### src/rtl/serial_addsub_if.sv
// Start/done handshake and operand/result bus of the bit-serial add/subtract unit.
// The master side issues operations; the slave side is the arithmetic unit.
interface serial_addsub_if #(
    parameter int unsigned WIDTH = 4
);
    logic             start;
    logic             sub;
    logic [WIDTH-1:0] a;
    logic [WIDTH-1:0] b;
    logic             cin;
    logic             busy;
    logic             done;
    logic [WIDTH-1:0] result;
    logic             cout;

    modport master (
        output start, sub, a, b, cin,
        input  busy, done, result, cout
    );

    modport slave (
        input  start, sub, a, b, cin,
        output busy, done, result, cout
    );
endinterface

### src/rtl/serial_addsub.sv
// Bit-serial adder/subtractor: one full-adder slice plus a carry flip-flop,
// LSB first, WIDTH clocks per operation, result held in an output register.
module serial_addsub #(
    parameter int unsigned WIDTH = 4
) (
    input  logic           clk,
    input  logic           reset,
    serial_addsub_if.slave bus
);
    localparam int unsigned CNT_W = $clog2(WIDTH);
    localparam logic [CNT_W-1:0] LAST = CNT_W'(WIDTH - 1);

    typedef enum logic [1:0] {IDLE, RUN, DONE} state_t;

    state_t           state;
    logic [WIDTH-1:0] a_sh;
    logic [WIDTH-1:0] b_sh;
    logic [WIDTH-2:0] psum;
    logic [CNT_W-1:0] cnt;
    logic             sub_l;
    logic             carry;
    logic [WIDTH-1:0] result_q;
    logic             cout_q;
    logic             busy_q;
    logic             done_q;

    logic             bb;
    logic             s;
    logic             cy;
    logic [WIDTH-1:0] psum_full;

    // Subtraction is a + ~b + ~borrow_in; the borrow-out is the inverted carry.
    always_comb begin
        bb        = b_sh[0] ^ sub_l;
        s         = a_sh[0] ^ bb ^ carry;
        cy        = (a_sh[0] & bb) | (a_sh[0] & carry) | (bb & carry);
        psum_full = {s, psum};
    end

    always_ff @(posedge clk) begin
        if (reset) begin
            state    <= IDLE;
            a_sh     <= '0;
            b_sh     <= '0;
            psum     <= '0;
            cnt      <= '0;
            sub_l    <= 1'b0;
            carry    <= 1'b0;
            result_q <= '0;
            cout_q   <= 1'b0;
            busy_q   <= 1'b0;
            done_q   <= 1'b0;
        end else begin
            unique case (state)
                IDLE, DONE: begin
                    done_q <= 1'b0;
                    if (bus.start) begin
                        a_sh   <= bus.a;
                        b_sh   <= bus.b;
                        sub_l  <= bus.sub;
                        carry  <= bus.cin ^ bus.sub;
                        cnt    <= '0;
                        busy_q <= 1'b1;
                        state  <= RUN;
                    end else begin
                        busy_q <= 1'b0;
                        state  <= IDLE;
                    end
                end
                RUN: begin
                    carry <= cy;
                    a_sh  <= a_sh >> 1;
                    b_sh  <= b_sh >> 1;
                    psum  <= psum_full[WIDTH-1:1];
                    cnt   <= cnt + CNT_W'(1);
                    if (cnt == LAST) begin
                        result_q <= psum_full;
                        cout_q   <= cy ^ sub_l;
                        busy_q   <= 1'b0;
                        done_q   <= 1'b1;
                        state    <= DONE;
                    end
                end
                default: begin
                    busy_q <= 1'b0;
                    done_q <= 1'b0;
                    state  <= IDLE;
                end
            endcase
        end
    end

    assign bus.busy   = busy_q;
    assign bus.done   = done_q;
    assign bus.result = result_q;
    assign bus.cout   = cout_q;
endmodule
### src/flat_wrapper.sv
// flat-port wrapper written by rule: the top's interface ports become plain ports
module serial_addsub_flat 
#(
    parameter int unsigned WIDTH = 4
)
  (clk, reset, bus_start, bus_sub, bus_a, bus_b, bus_cin, bus_busy, bus_done, bus_result, bus_cout);
  serial_addsub_if #(.WIDTH(WIDTH)) bus_i ();
  input  logic clk;
  input  logic reset;
  input wire logic [$bits(bus_i.start)-1:0] bus_start;
  input wire logic [$bits(bus_i.sub)-1:0] bus_sub;
  input wire logic [$bits(bus_i.a)-1:0] bus_a;
  input wire logic [$bits(bus_i.b)-1:0] bus_b;
  input wire logic [$bits(bus_i.cin)-1:0] bus_cin;
  output wire logic [$bits(bus_i.busy)-1:0] bus_busy;
  output wire logic [$bits(bus_i.done)-1:0] bus_done;
  output wire logic [$bits(bus_i.result)-1:0] bus_result;
  output wire logic [$bits(bus_i.cout)-1:0] bus_cout;
  assign bus_i.start = bus_start;
  assign bus_i.sub = bus_sub;
  assign bus_i.a = bus_a;
  assign bus_i.b = bus_b;
  assign bus_i.cin = bus_cin;
  assign bus_busy = bus_i.busy;
  assign bus_done = bus_i.done;
  assign bus_result = bus_i.result;
  assign bus_cout = bus_i.cout;
  serial_addsub #(.WIDTH(WIDTH)) u_core (.clk(clk), .reset(reset), .bus(bus_i));
endmodule
### config.mk
export PLATFORM = sky130hd
export DESIGN_NAME = serial_addsub_flat
export DESIGN_NICKNAME = d
export VERILOG_FILES = /design/src/rtl/serial_addsub_if.sv /design/src/rtl/serial_addsub.sv /design/src/flat_wrapper.sv
export SDC_FILE = /design/constraint.sdc
export NUM_CORES = 1
export LEC_CHECK = 0
export BUFFER_PORTS_ARGS = -buffer_cell sky130_fd_sc_hd__buf_2
export CORE_ASPECT_RATIO = 0.8
export CORE_MARGIN = 2
export CORE_UTILIZATION = 45
export DETAILED_ROUTE_END_ITERATION = 7
export PLACE_DENSITY = 0.71
export SETUP_SLACK_MARGIN = 0.05
export SYNTH_ARGS = -nofsm -noshare
export SYNTH_HDL_FRONTEND = slang
export SYNTH_SLANG_ARGS = --single-unit
export TNS_END_PERCENT = 1
### constraint.sdc
create_clock -name clk -period 1.6 [get_ports clk]
set_clock_uncertainty 0.2 [all_clocks]
set_input_delay 0.16 -clock clk [delete_from_list [all_inputs] [get_ports clk]]
set_output_delay 0.16 -clock clk [all_outputs]
set_load 0.02 [all_outputs]
==> qor.yml, run 1 <==
max-slew-margin-rel: 0.687
vias: 909
drc: 0
antenna_cells: 0
stdcell_area_mm2: 0.00133
tns_ns: 0
place_congestion: 0.718
status: "finished, final reports clean"
wl_um: 2460
dp_hpwl_um: 1600
yosysSeqAreaShare: 0.453
cp-end-kind: "register"
cts_root_buf: "clkbuf_4"
layout-drive-gt1-share: 0.340
tightestPinTransition_ns: 0.469
hold_viol: 0
synth-seq-cells: 24
crit_path_max_fanout: 2
clkTransAtPathRegs_ns: 0.12
hold_class: "input port to register"
clk_path_buf_depth: 2
maxCapViolCount: 0
reg2reg_to: "u_core.bus.result[3]"
synth_nets: 125
drv_slew: 0
clockPowerShare: 0.275
worstRegToRegCells: 3
drt_first_pass_iters: 4
initial_utilization: 0.483
crit_chain: "xnor2_2, fa_2, a311oi_2"
fin_crit_ns: 1.57
io_pins: 20
path_delay_family: "adder cells"
crit_path_start_kind: "register"
multiInputGateArea_um2: 508
pwr_density_cell_mw_per_mm2: 882
fmax_mhz: 638
r2r_start: "u_core.b_sh[0]"
crit_slowest_cell: "fa_2"
reg2reg_slack_ns: 0.03
internal-power_uw: 863
hold_end: "u_core.carry"
postRouteAntennaNets: 0
grt_overflow: 0
dieArea_mm2: 0.00276
wl_per_cell_um: 14.8
syn_area_per_cell_um2: 9.63
holdPathStages: 4
crit_type: "register to register"
swShare: 0.262
area_delta_synth_final_pct: 25.1
fin_crit_sh: 0.980
avgViaCountPerCell: 5.48
synth_cell_type_count: 28
place_area_mm2: 0.00117
syn_inst: 110
p_seq_frac: 0.553
grt_pass1_wl_um: 4060
yosysWarnings: 0
coreArea_mm2: 0.00220
cp_data_required_time_ns: 1.63
antenna_found_initial: 0
h-tree-depth: 1
cts_tree: "built"
switching_power_uw: 307
fp.dieW_um: 58.3
regArea_um2: 485
setup_viol: 0
numCtsBuffers: 3
nFillCells: 179
die_y_um: 47.4
syn_area_mm2: 0.00106
cp_slowest_stage_delay_ns: 0.49
irDropWorstVdd_uv: 744
p_leak_uw: 0.000535
io_buffer_count: 19
grt_pass1_vias: 887
p_comb_frac: 0.172
nets: 157
grt_max_degree: 25
min_from: "bus_cin"
timing.critical_path.buf_inv: 0
crit_arrival_ns: 1.60
drtIter0Drc: 32
grt_setup_unrepaired: "yes"
fin_util: 0.604
rows: 15
clock_latency_ns: 0.32
grt_usage: 0.204
cts_sinks: 24
-- cell usage in the layout, fill, tap and decap left out --
cell,Yosys,final
dfxtp_1,24,22
buf_2,1,19
a21oi_1,16,16
nand2_1,13,13
nand3_1,11,11
dlygate4sd3_1,0,9
buf_4,2,7
a22oi_1,6,6
a21oi_2,4,4
nand3_2,4,4
nor2_1,4,4
nand2b_1,3,3
clkbuf_4,0,3
xnor2_2,0,2
inv_1,2,2
nor2b_4,1,1
nand3b_4,1,1
nand3b_1,1,1
a311oi_2,1,1
and2b_2,1,1
xor2_1,1,1
a2bb2oi_1,1,1
o21a_1,1,1
nor3_1,1,1
a211oi_1,1,1
fa_2,0,1
ha_1,1,1
clkbuf_8,0,1
buf_12,1,1
dfxtp_2,0,1
dfxtp_4,0,1
-- timing repair --
action,CTS,global route
hold endpoints to repair,9,0
setup endpoints to repair,2,6
hold buffers,9,0
resized for setup,5,1
pin swaps,3,4
setup buffers,1,0
-- per-layer routing --
metal / share of wire / wire (µm) / global-route usage / vias to the layer above
met2: 0.51 / 1260 / 0.361 / 30
met1: 0.42 / 1030 / 0.250 / 425
met5: 0 / 0 / 0 / -
li1: - / - / - / 448
met4: 0.020 / 48 / 0.0558 / 0
met3: 0.048 / 118 / 0.0551 / 6
-- registers in the layout, summed over array words and instances (netlist names) --
name,count
u_core.b_sh,4
u_core.bus.cout,1
u_core.cnt,2
u_core.bus.busy,1
u_core.a_sh,4
u_core.carry,1
u_core.psum,3
u_core.bus.result,4
u_core.bus.done,1
u_core.sub_l,1
u_core.state,2
-- final cells by class --
class / count / share of cell area
tap: 25 / 0.0236
multi-input combinational: 75 / 0.383
clock buffer: 4 / 0.0274
inverter: 2 / 0.00566
timing repair buffer: 36 / 0.194
sequential: 24 / 0.366
-- synth_stat cells --
cell type	instances	area, µm²
a21oi_1	16	80.1
a2bb2oi_1	1	8.76
buf_6	3	33.8
nor3_1	1	5.00
nand3_1	11	55.1
nor2_1	4	15.0
a311oi_2	1	15.0
dfxtp_1	24	480
o21a_1	1	7.51
a21oi_2	4	35.0
buf_4	2	15.0
and2b_2	1	8.76
fa_1	1	20.0
a211oi_1	1	7.51
inv_1	2	7.51
buf_2	1	5.00
nand3b_4	1	20.0
xor2_1	1	8.76
nand3_2	4	40.0
xnor2_1	2	17.5
ha_1	1	12.5
nand2_1	13	48.8
nand3b_1	1	7.51
buf_12	1	20.0
a22oi_1	6	45.0
clkbuf_1	2	7.51
nor2b_4	1	13.8
nand2b_1	3	18.8
-- power by group through the flow --
stage               Combinational [µW]  Clock (µW)  Sequential (µW)
floorplan                          127           0              656
global placement                   163           0              657
detailed placement                 171           0              659
CTS                                198         327              646
global route                       217         353              651
finish                             201         322              647
-- worst max path at each step --
stage	startpoint	cells after the start	slack (ns)	to
after detailed placement	u_core.sub_l	5	0.03	u_core.bus.cout
after global placement	u_core.sub_l	5	0.07	u_core.bus.cout
after global routing	u_core.b_sh[0]	3	0.01	u_core.bus.result[3]
after floorplan	u_core.sub_l	5	0.12	u_core.bus.cout
after CTS	u_core.sub_l	3	0.03	u_core.bus.result[3]
final	u_core.b_sh[0]	3	0.03	u_core.bus.result[3]
-- worst reg2reg max path: stages, from the launching register on --
cell,delay [ns]
dfxtp_2,0.36
xnor2_2,0.19
fa_2,0.49
a311oi_2,0.25
-- cells by family after synthesis --
logic type	after synthesis	share of synthesized area
buf+inv	11	0.0838
simple gates	40	0.220
fa+ha+maj	2	0.0307
xor+xnor	3	0.0248
flops	24	0.453
compound gates	30	0.188
-- metrics by stage --
step	instances	hold WS [ns]	total power, µW	setup slack (ns)
6_report	166	0.0289	1170	0.0317
5_1_grt	166	0.0576	1220	0.0135
4_1_cts	166	0.0118	1170	0.0275
3_5_place_dp	152	0.222	830	0.0307
3_3_place_gp	152	0.201	820	0.0717
2_1_floorplan	110	0.0279	783	0.118
Note: power is estimated with default switching activity, not from simulation.
==> inputs of run 2 (changes only) <==
- CELL_PAD_IN_SITES_DETAIL_PLACEMENT: not set -> 0
- CELL_PAD_IN_SITES_GLOBAL_PLACEMENT: not set -> 1
- CORE_UTILIZATION: 45 -> 40
- MAX_ROUTING_LAYER: not set -> met4
- PLACE_DENSITY: 0.71 -> 0.8
==> qor.yml, run 2 (synthesis gave the netlist of run 1 again) <==
nets: 155  # was 157
hold_class: "input port to register"  # unchanged
postRouteAntennaNets: 0  # unchanged
nFillCells: 268  # was 179
numCtsBuffers: 3  # unchanged
drc: 0  # unchanged
p_seq_frac: 0.565  # was 0.553
area_delta_synth_final_pct: 23.5  # was 25.1%
crit_arrival_ns: 1.56  # was 1.60 ns
vias: 841  # was 909
grt_setup_unrepaired: "yes"  # unchanged
wl_um: 2110  # was 2460 µm
setup_slack_ns: 0.0872  # was 0.0317 ns
tightestPinTransition_ns: 0.479  # was 0.469 ns
wl_per_cell_um: 12.1  # was 14.8 µm
pwr_density_cell_mw_per_mm2: 874  # was 882 mW/mm²
pre_cts_slack_ns: 0.0580  # was 0.0307 ns
grt_pass1_wl_um: 3800  # was 4060 µm
fin_util: 0.527  # was 0.604
layout-drive-gt1-share: 0.324  # was 0.340
rows: 16  # was 15
grt_overflow: 0  # unchanged
initial_utilization: 0.427  # was 0.483
swShare: 0.254  # was 0.262
grt_pass1_vias: 842  # was 887
grt_max_degree: 25  # unchanged
cts_root_buf: "clkbuf_4"  # unchanged
antenna_found_initial: 0  # unchanged
setup_viol: 0  # unchanged
clkTransAtPathRegs_ns: 0.12  # about the same
hold_viol: 0  # unchanged
crit_type: "register to register"  # unchanged
holdPathStages: 4  # unchanged
mostFrequentLayoutCells: "dfxtp_1 (23), buf_2 (19), a21oi_1 (16), nand2_1 (13), nand3_1 (11)"  # was dfxtp_1 (22), buf_2 (19), a21oi_1 (16), nand2_1 (13), nand3_1 (11)
place_congestion: 0.728  # was 0.718
grt_usage: 0.170  # was 0.204
h-tree-depth: 1  # unchanged
max-slew-margin-rel: 0.680  # was 0.687
irDropWorstVdd_uv: 522  # was 744 µV
cts_tree: "built"  # unchanged
drt_first_pass_iters: 4  # unchanged
io_pins: 20  # unchanged
switching_power_uw: 291  # was 307 µW
fin_crit_ns: 1.51  # was 1.57 ns
cp-end-kind: "register"  # unchanged
status: "finished, final reports clean"  # unchanged
fmax_mhz: 661  # was 638 MHz
clock_latency_ns: 0.32  # about the same
p_leak_uw: 0.000517  # was 0.000535 µW
clockPowerShare: 0.277  # was 0.275
holdWs_ns: 0.0459  # was 0.0289 ns
cp_data_required_time_ns: 1.65  # was 1.63 ns
clk_path_buf_depth: 2  # unchanged
cts_setup_buffers: 0  # was 1
die_y_um: 50.0  # was 47.4 µm
drtIter0Drc: 53  # was 32
drv_slew: 0  # unchanged
antenna_cells: 0  # unchanged
dieArea_mm2: 0.00308  # was 0.00276 mm²
avgViaCountPerCell: 4.81  # was 5.48
fin_crit_sh: 0.945  # was 0.980
coreArea_mm2: 0.00248  # was 0.00220 mm²
final_common_cell: "dfxtp_1"  # unchanged
crit_path_max_fanout: 3  # was 2
cts_sinks: 24  # unchanged
fin_total_pwr_uw: 1140  # was 1170 µW
fp.dieW_um: 61.5  # was 58.3 µm
io_buffer_count: 19  # unchanged
tns_ns: 0  # unchanged
p_comb_frac: 0.158  # was 0.172
internal-power_uw: 853  # was 863 µW
maxCapViolCount: 0  # unchanged
crit_path_start_kind: "register"  # unchanged
worstRegToRegCells: 5  # was 3
dp_hpwl_um: 1480  # was 1600 µm
==> run 2: cell count changes in the layout (fill, tap and decap cells not counted), sizes merged <==
cell,change
buf,-2
==> run 2: power by group through the flow <==
stage	Clock [µW]	Sequential, µW	Combinational, µW
after floorplan	0	656	127
after global placement	0	656	156
after detailed placement	0	658	158
after CTS	324	645	177
after global routing	359	651	205
final	317	647	181
==> run 2: worst paths after layout <==
kind                                startpoint                    to  slack, ns
worst min register to register  u_core.psum[1]  u_core.bus.result[1]       0.26
worst min-delay path                   bus_cin          u_core.carry       0.05
worst max-delay path              u_core.sub_l       u_core.bus.cout       0.09
worst max register to register    u_core.sub_l       u_core.bus.cout       0.09
==> run 2: through the flow <==
step,std cells,instance area [µm²]
2_1_floorplan,110,1060
3_3_place_gp,162,1160
3_5_place_dp,162,1160
4_1_cts,175,1290
5_1_grt,175,1310
6_report,175,1310
==> run 2: worst max-delay path: stages, from the launching register on <==
cell and delay, ns:
dfxtp_2 0.37, xnor2_2 0.14, fa_2 0.37, xnor2_2 0.17
nand3_2 0.09, a21oi_2 0.12
==> run 2: layer usage <==
layer / vias to the layer above / GRT usage / wire length, µm
met4: 0 / 0.0213 / 7
met1: 387 / 0.205 / 999
met3: 2 / 0.0630 / 83
li1: 437 / - / -
met2: 15 / 0.275 / 1020
met5: - / - / 0
==> run 2: repair_timing <==
item / in CTS / in global routing
gates resized for setup: 2 / 2
hold buffers: 9 / 0
endpoints found under the setup margin: 1 / 3
pin swaps: 1 / 0
hold endpoints to repair: 9 / 0
==> run 2: final cells by class <==
class,count,area (µm²),share of cell area
well taps,36,45.0,0.0344
clock buffers,4,36.3,0.0277
repair buffers,34,230,0.176
flip-flops and latches,24,482,0.368
inverters,2,7.51,0.00574
multi-input cells,75,508,0.388
